### src/rtl/seq_muldiv_if.sv
// seq_muldiv handshake bundle: start/busy/done plus operands and results.
// master drives requests, slave is the multiply/divide unit.
interface seq_muldiv_if #(
  parameter int WIDTH = 32
);
  logic             start;
  logic [1:0]       op;
  logic [WIDTH-1:0] a;
  logic [WIDTH-1:0] b;
  logic             busy;
  logic             done;
  logic [WIDTH-1:0] resHi;
  logic [WIDTH-1:0] resLo;
  logic             divZero;

  modport master (
    output start, op, a, b,
    input  busy, done, resHi, resLo, divZero
  );

  modport slave (
    input  start, op, a, b,
    output busy, done, resHi, resLo, divZero
  );
endinterface

### src/rtl/seq_muldiv.sv
// seq_muldiv: iterative shift-add multiplier / restoring divider, 1 bit/clk.
// Divider datapath only present when MULDIV_DIV_EN is defined.
module seq_muldiv #(
  parameter int WIDTH = 32
) (
  input  logic         clk,
  input  logic         rst_n,
  seq_muldiv_if.slave  bus
);

  localparam int CW = $clog2(WIDTH);

  typedef enum logic [1:0] {
    IDLE = 2'd0,
    RUN  = 2'd1,
    FIX  = 2'd2,
    DONE = 2'd3
  } state_t;

  state_t             state;
  state_t             state_nx;
  logic [CW-1:0]      cnt;
  logic [WIDTH-1:0]   hi;
  logic [WIDTH-1:0]   lo;
  logic [WIDTH-1:0]   dsr;
  logic               is_div;
  logic               neg_p;
  logic [WIDTH-1:0]   res_hi;
  logic [WIDTH-1:0]   res_lo;
  logic               div_zero;

  logic               accept;
  logic               skip;
  logic [WIDTH-1:0]   a_mag;
  logic [WIDTH-1:0]   b_mag;
  logic [WIDTH:0]     mul_sum;
  logic [2*WIDTH-1:0] prod;
  logic [2*WIDTH-1:0] prod_fix;

  assign accept = bus.start & ((state == IDLE) | (state == DONE));

  assign a_mag = (bus.op[0] & bus.a[WIDTH-1]) ? -bus.a : bus.a;
  assign b_mag = (bus.op[0] & bus.b[WIDTH-1]) ? -bus.b : bus.b;

  // hi:lo is the accumulator; lo holds the multiplier and shifts out LSB-first
  assign mul_sum  = {1'b0, hi} + (lo[0] ? {1'b0, dsr} : '0);
  assign prod     = {hi, lo};
  assign prod_fix = neg_p ? -prod : prod;

`ifdef MULDIV_DIV_EN
  logic             neg_r;
  logic             dz;
  logic [WIDTH:0]   div_t;
  logic [WIDTH:0]   div_d;
  logic [WIDTH-1:0] quo_fix;
  logic [WIDTH-1:0] rem_fix;

  assign skip    = bus.op[1] & (bus.b == '0);
  // hi is the partial remainder, lo shifts dividend out / quotient in
  assign div_t   = {hi, lo[WIDTH-1]};
  assign div_d   = div_t - {1'b0, dsr};
  assign quo_fix = neg_p ? -lo : lo;
  assign rem_fix = neg_r ? -hi : hi;
`else
  // without a divider every divide request short-cuts straight to FIX
  assign skip = bus.op[1];
`endif

  // state register
  always_ff @(posedge clk or negedge rst_n) begin
    if (!rst_n) state <= IDLE;
    else        state <= state_nx;
  end

  // next-state decode
  always_comb begin
    state_nx = state;
    unique case (state)
      IDLE: if (accept) state_nx = skip ? FIX : RUN;
      RUN:  if (cnt == '0) state_nx = FIX;
      FIX:  state_nx = DONE;
      DONE: begin
        if (accept) state_nx = skip ? FIX : RUN;
        else        state_nx = IDLE;
      end
      default: state_nx = IDLE;
    endcase
  end

  // operand latch, per-bit iteration and sign fix-up into result registers
  always_ff @(posedge clk or negedge rst_n) begin
    if (!rst_n) begin
      cnt      <= '0;
      hi       <= '0;
      lo       <= '0;
      dsr      <= '0;
      is_div   <= 1'b0;
      neg_p    <= 1'b0;
      res_hi   <= '0;
      res_lo   <= '0;
      div_zero <= 1'b0;
`ifdef MULDIV_DIV_EN
      neg_r    <= 1'b0;
      dz       <= 1'b0;
`endif
    end else if (accept) begin
      cnt      <= CW'(WIDTH - 1);
      is_div   <= bus.op[1];
      neg_p    <= bus.op[0] & (bus.a[WIDTH-1] ^ bus.b[WIDTH-1]);
      lo       <= bus.op[1] ? a_mag : b_mag;
      dsr      <= bus.op[1] ? b_mag : a_mag;
      div_zero <= 1'b0;
`ifdef MULDIV_DIV_EN
      neg_r    <= bus.op[0] & bus.a[WIDTH-1];
      dz       <= skip;
      hi       <= skip ? bus.a : '0;
`else
      hi       <= '0;
`endif
    end else if (state == RUN) begin
      cnt <= cnt - CW'(1);
`ifdef MULDIV_DIV_EN
      if (is_div) begin
        if (!div_d[WIDTH]) begin
          hi <= div_d[WIDTH-1:0];
          lo <= {lo[WIDTH-2:0], 1'b1};
        end else begin
          hi <= div_t[WIDTH-1:0];
          lo <= {lo[WIDTH-2:0], 1'b0};
        end
      end else
`endif
      begin
        hi <= mul_sum[WIDTH:1];
        lo <= {mul_sum[0], lo[WIDTH-1:1]};
      end
    end else if (state == FIX) begin
`ifdef MULDIV_DIV_EN
      if (dz) begin
        res_hi   <= hi;
        res_lo   <= '1;
        div_zero <= 1'b1;
      end else if (is_div) begin
        res_hi <= rem_fix;
        res_lo <= quo_fix;
      end else begin
        res_hi <= prod_fix[2*WIDTH-1:WIDTH];
        res_lo <= prod_fix[WIDTH-1:0];
      end
`else
      if (is_div) begin
        res_hi <= '0;
        res_lo <= '0;
      end else begin
        res_hi <= prod_fix[2*WIDTH-1:WIDTH];
        res_lo <= prod_fix[WIDTH-1:0];
      end
`endif
    end
  end

  assign bus.busy    = (state == RUN) | (state == FIX);
  assign bus.done    = (state == DONE);
  assign bus.resHi   = res_hi;
  assign bus.resLo   = res_lo;
  assign bus.divZero = div_zero;

endmodule
### src/flat_wrapper.sv
// flat-port wrapper written by rule: the top's interface ports become plain ports
module seq_muldiv_flat 
#(
  parameter int WIDTH = 32
)
  (clk, rst_n, bus_start, bus_op, bus_a, bus_b, bus_busy, bus_done, bus_resHi, bus_resLo, bus_divZero);
  seq_muldiv_if #(.WIDTH(WIDTH)) bus_i ();
  input  logic clk;
  input  logic rst_n;
  input wire logic [$bits(bus_i.start)-1:0] bus_start;
  input wire logic [$bits(bus_i.op)-1:0] bus_op;
  input wire logic [$bits(bus_i.a)-1:0] bus_a;
  input wire logic [$bits(bus_i.b)-1:0] bus_b;
  output wire logic [$bits(bus_i.busy)-1:0] bus_busy;
  output wire logic [$bits(bus_i.done)-1:0] bus_done;
  output wire logic [$bits(bus_i.resHi)-1:0] bus_resHi;
  output wire logic [$bits(bus_i.resLo)-1:0] bus_resLo;
  output wire logic [$bits(bus_i.divZero)-1:0] bus_divZero;
  assign bus_i.start = bus_start;
  assign bus_i.op = bus_op;
  assign bus_i.a = bus_a;
  assign bus_i.b = bus_b;
  assign bus_busy = bus_i.busy;
  assign bus_done = bus_i.done;
  assign bus_resHi = bus_i.resHi;
  assign bus_resLo = bus_i.resLo;
  assign bus_divZero = bus_i.divZero;
  seq_muldiv #(.WIDTH(WIDTH)) u_core (.clk(clk), .rst_n(rst_n), .bus(bus_i));
endmodule
### config.mk
export PLATFORM = sky130hd
export DESIGN_NAME = seq_muldiv_flat
export DESIGN_NICKNAME = d
export VERILOG_FILES = /design/src/rtl/seq_muldiv_if.sv /design/src/rtl/seq_muldiv.sv /design/src/flat_wrapper.sv
export SDC_FILE = /design/constraint.sdc
export NUM_CORES = 1
export LEC_CHECK = 0
export CORE_UTILIZATION = 50
export CTS_BUF_LIST = sky130_fd_sc_hd__clkbuf_8
export CTS_CLUSTER_DIAMETER = 30
export DETAILED_ROUTE_END_ITERATION = 8
export PLACE_DENSITY = 0.79
export REMOVE_ABC_BUFFERS = 1
export SLEW_MARGIN = 20
export SYNTH_ARGS = -nofsm -noshare
export SYNTH_HDL_FRONTEND = slang
export SYNTH_SLANG_ARGS = --single-unit
### constraint.sdc
create_clock -name clk -period 3.7 [get_ports clk]
set_input_delay 0.74 -clock clk [delete_from_list [all_inputs] [get_ports clk]]
set_output_delay 0.74 -clock clk [all_outputs]
set_load 0.02 [all_outputs]
# Yosys cells after proc, flatten, opt, wreduce, memory -nomap -nowiden
# Index checks and enable logic that the tools add are counted.
[op_classes]
addsub = 5
eq_ne = 5
n_mux = 19
n_bitwise = 9
reduce_logical = 5
[op_table]
columns = ["cell", "n"]
rows = [
  ["$mux W32", 11],
  ["$mux W64", 1],
  ["$neg A32 Y32", 2],
  ["$neg A64 Y64", 1],
  ["$add A32 B33 Y33", 1],
  ["$mux W5", 2],
  ["$mux W2", 4],
  ["$pmux W2 S4", 1],
  ["$logic_not A5 Y1", 1],
  ["$sub A5 B1 Y5 const B", 1],
  ["$and A1 B1 Y1", 4],
  ["$eq A2 B2 Y1 const B", 2],
  ["$ne A2 B1 Y1 const B", 2],
  ["$reduce_and A3 Y1", 1],
  ["$eq A2 B1 Y1 const B", 1],
  ["$logic_not A2 Y1", 1],
  ["$not A1 Y1", 2],
  ["$or A1 B1 Y1", 2],
  ["$reduce_and A2 Y1", 1],
  ["$reduce_bool A2 Y1", 1],
  ["$xor A1 B1 Y1", 1],
]
[word_totals]
reg_bits = 169
in_bits = 69
wordCells = 52

# Longest topological paths before layout
[logic_depth]
depth_word = 5
depth_mapped = 11

# Worst setup path before layout
# No wires, ideal clock.
[synth_timing]
path_type = "reg-to-reg"
from = "register u_core.lo[0]"
to = "register u_core.hi[23]"
arrival_ns = 2.961
required_time_ns = 3.618
path_slack_ns = 0.657
path_stages_with_launch = 11
path_buffers = 2
cell_sequence = "dfrtp_1 clkbuf_1 and2_1 ha_1 clkbuf_1 nand2_1 or3_1 o311a_1 a21oi_1 or4b_1 a31oi_1"
[synth_via]
elab_chain_cells = 4
[synth_lines]
columns = ["item", "line", "text"]
rows = [
  ["start, declared", "seq_muldiv.sv:24", "logic [WIDTH-1:0] lo;"],
  ["start signal, assigned", "seq_muldiv.sv:110", "lo <= bus.op[1] ? a_mag : b_mag;"],
  ["start signal, assigned", "seq_muldiv.sv:135", "lo <= {mul_sum[0], lo[WIDTH-1:1]};"],
  ["$mux W32", "seq_muldiv.sv:46", "assign mul_sum = {1'b0, hi} + (lo[0] ? {1'b0, dsr} : '0);"],
  ["$add A32 B33 Y33", "seq_muldiv.sv:46", ""],
  ["$mux W32", "seq_muldiv.sv:120", "end else if (state == RUN) begin"],
  ["$mux W32", "seq_muldiv.sv:106", "end else if (accept) begin"],
  ["end signal, assigned", "seq_muldiv.sv:134", "hi <= mul_sum[WIDTH:1];"],
  ["end, declared", "seq_muldiv.sv:23", "logic [WIDTH-1:0] hi;"],
]
# No other way between the ends. The select of a mux whose other input is x is not followed.
# A chain may end at the register's enable or synchronous reset.

# Worst setup path after layout
[layout_timing]
from = "register u_core.lo[0]"
to = "register u_core.hi[28]"
# Same word-level chain as after synthesis.

==> flow_metrics.py <==
metrics = {
    "run_status": {
        "outcome": "finished, final reports clean",
    },
    "sta": {
        "final_hold_viol_count": 0,
        "fin_crit_sh_pct": 88.5,
        "max_slew_margin_pct": 40.4,
        "tightest_slew_ns": 0.892,
        "final_max_slew_viol_count": 0,
        "rsz0062_at_grt": "no",
        "fin_hold_ws_ns": 0.316,
        "fin_crit_ns": 3.28,
        "max_freq_mhz": 305,
        "setup_tns_ns": 0,
        "skew_ns": 0.0183,
        "finalSetupViolCount": 0,
    },
    "critical_path": {
        "cp-end-kind": "flip-flop",
        "r2r_setup_slack_ns": 0.42,
        "startpoint_type": "flip-flop",
        "worstPathArrival_ns": 3.60,
        "r2r_cells": 10,
        "crit_fanout": 18,
        "cp.required_ns": 4.02,
        "worstSetupPathType": "reg2reg",
        "timing.rr.end": "u_core.hi[28]",
        "r2r-start": "u_core.lo[0]",
        "startpoint": "u_core.lo[0]",
    },
    "synthesis": {
        "synth_cell_type_count": 70,
        "syn_area_um2": 11700,
        "synth.area.mux_share_pct": 3.64,
        "synth-xor-area-share_pct": 11.0,
        "ys_ff_latch": 169,
        "synth_edf_count": 0,
        "synth_cells": 1314,
        "yosysSeqAreaShare_pct": 36.2,
        "synth_top_family_by_area": "compound AO/OA/AOI/OAI gates",
        "synth-compound-area-share_pct": 23.9,
        "synth_adder_area_share_pct": 4.67,
        "syn_avg_cell_area_um2": 8.88,
        "synthFlopType": "dfrtp_1",
        "async_flop_share_pct": 100,
        "synth_simple_gate_area_share_pct": 17.3,
        "synth_warnings": 0,
    },
    "grt": {
        "grt_pass1_vias": 10000,
        "grt_overflow_total": 0,
        "antenna_found_initial": 0,
        "grt_pass1_wl_um": 52400,
        "grt_util_all_layers_pct": 28.1,
        "grt_max_degree": 86,
    },
    "clock_network": {
        "hold_buffers": 0,
        "clock_latency_ns": 0.47,
        "cts-htree-levels": 4,
        "cts-resized-gates": 0,
        "numCtsBuffers": 17,
        "cts_root_buf": "clkbuf_8",
        "cts.sinks": 169,
        "cts_tree": "built",
        "clock_path_buffers": 2,
        "clk_pin_slew_ns": 0.10,
        "cts_setup_buffers": 0,
    },
    "floorplanning": {
        "dieArea_um2": 24000,
        "core_um2": 22800,
        "die-height_um": 155,
        "start_util_pct": 51.2,
        "rows": 55,
        "die_width_um": 155,
        "pin_count": 136,
    },
    "layout": {
        "fin_nets": 1528,
        "final-instance-count-excl-fill": 1740,
        "drive_above_1_share_pct": 6.17,
        "n_fill_cell": 2015,
        "diodes": 0,
        "final_util_pct": 60.2,
        "area_delta_synth_final_pct": 17.4,
    },
    "detailed_routing": {
        "wl_met1_um": 15100,
        "vias": 10500,
        "final_antenna_net_count": 0,
        "wl_per_cell_um": 18.9,
        "highest_layer": "met4",
        "dr_wl_met2_um": 15200,
        "first_iter_violations": 967,
        "first_pass_iters": 6,
        "wl_met3_um": 1820,
        "postRouteWirelength_um": 32800,
        "post_drt_via_cell_ratio": 6.06,
        "route.detailed.drc": 0,
    },
    "job": {
        "maxCapViolations": 0,
    },
    "pwr": {
        "peakVddDrop_mv": 0.322,
        "p_leak_uw": 0.00561,
        "power.density_nw_per_um2": 766,
    },
    "place": {
        "place_inst": 1710,
        "dp_hpwl_um": 25000,
        "numPortBuffers": 134,
        "globalplace.congestion": 0.972,
    },
    "min_path": {
        "min_path_type": "in2async",
    },
}
## Yosys cell counts (all sizes together) (20+ instances only)
master | number | area, um^2
clkbuf | 68 | 255
dfrtp | 169 | 4230
a21oi | 79 | 395
nor2 | 79 | 297
ha | 42 | 526
o2bb2ai | 58 | 508
and2 | 39 | 244
inv | 20 | 75.1
o21ai | 101 | 505
xor2 | 89 | 780
nand2 | 130 | 488
nor3 | 24 | 125
xnor2 | 58 | 508
nand3 | 26 | 130
mux2i | 38 | 380
o31ai | 38 | 285
## worst max path at each step
stage                          to  cells past startpoint
floorplan           u_core.lo[31]                      6
global placement    u_core.lo[31]                      8
detailed placement  u_core.lo[31]                      8
CTS                 u_core.hi[28]                     10
global route        u_core.hi[28]                      9
finish              u_core.hi[28]                     10
## flip-flops by register name (all words and copies together) (netlist names)
| name | flops |
|---|---|
| u_core.bus.resHi | 32 |
| u_core.bus.resLo | 32 |
| u_core.cnt | 5 |
| u_core.dsr | 32 |
| u_core.hi | 32 |
| u_core.is_div | 1 |
| u_core.lo | 32 |
| u_core.neg_p | 1 |
| u_core.state | 2 |
## logic make-up (layout without fill, tap and decap cells)
group / count (synthesis) / after routing
AO/OA/AOI/OAI: 411 / 411
XOR/XNOR: 147 / 147
adder cells (fa/ha/maj): 43 / 43
buffers and inverters: 101 / 214
flip-flops: 169 / 169
multiplexers: 42 / 42
other: 1 / 1
AND/OR/NAND/NOR: 400 / 400
## cell usage in the layout (no fill, tap or decap), types with 10 or more instances in the layout
cell type / netlist / layout
xnor2_1: 58 / 58
a211oi_1: 10 / 10
a21oi_1: 79 / 79
inv_1: 18 / 20
a31oi_1: 13 / 13
clkbuf_8: 0 / 18
dfrtp_1: 169 / 169
and2_1: 39 / 39
a221oi_1: 10 / 10
nor2_1: 79 / 79
xor2_1: 89 / 89
nor3_1: 23 / 23
nand2_1: 130 / 130
nor4_1: 13 / 13
o221ai_1: 13 / 13
o211ai_1: 15 / 15
buf_4: 1 / 29
ha_1: 42 / 41
o31ai_1: 38 / 38
or3_1: 16 / 16
or4_1: 12 / 12
o2bb2ai_1: 58 / 58
nand3_1: 26 / 26
clkdlybuf4s50_1: 0 / 132
o41ai_1: 12 / 12
and3_1: 11 / 11
mux2i_1: 38 / 38
o21ai_0: 101 / 101
a21o_1: 18 / 18
## per-layer routing
| metal | vias to the layer above | global-route usage [%] |
|---|---|---|
| met5 | - | 0 |
| met4 | 0 | 9.10 |
| met3 | 56 | 3.95 |
| met2 | 413 | 45.8 |
| met1 | 5031 | 38.4 |
| li1 | 5045 | - |
## critical path, cell delays in order, from the launching register on
cell and delay [ns]:
dfrtp_1 0.56, and2_1 0.24, ha_1 0.34, a21o_1 0.22
a2111oi_0 0.39, a21oi_1 0.22, buf_4 0.20, o211ai_1 0.38
a21oi_1 0.21, o211ai_1 0.21, o311ai_0 0.15
## cell type report
| type | instances | area [um^2] | area share, % |
|---|---|---|---|
| clock inverters | 12 | 105 | 0.767 |
| clock buffers | 18 | 248 | 1.81 |
| repair buffers | 164 | 1580 | 11.5 |
| multi-input cells | 1044 | 7080 | 51.7 |
| inverters | 20 | 75.1 | 0.548 |
| well taps | 313 | 392 | 2.86 |
| flip-flops and latches | 169 | 4230 | 30.9 |
## where the power goes
| part | total [uW] | switching, uW | internal (uW) |
|---|---|---|---|
| clock | 1240 | 696 | 540 |
| combinational | 5770 | 3310 | 2460 |
| sequential | 3490 | 873 | 2620 |
| total | 10500 | 4880 | 5610 |
## through the flow
stage / cell area (um^2) / total power [uW] / setup WS [ns]
2_1_floorplan: 11400 / 7150 / -0.169
3_3_place_gp: 13300 / 9050 / 0.197
3_5_place_dp: 13300 / 9200 / 0.161
4_1_cts: 13700 / 10400 / 0.447
5_1_grt: 13700 / 11200 / 0.181
6_report: 13700 / 10500 / 0.424
(Power assumes the default switching activity.)
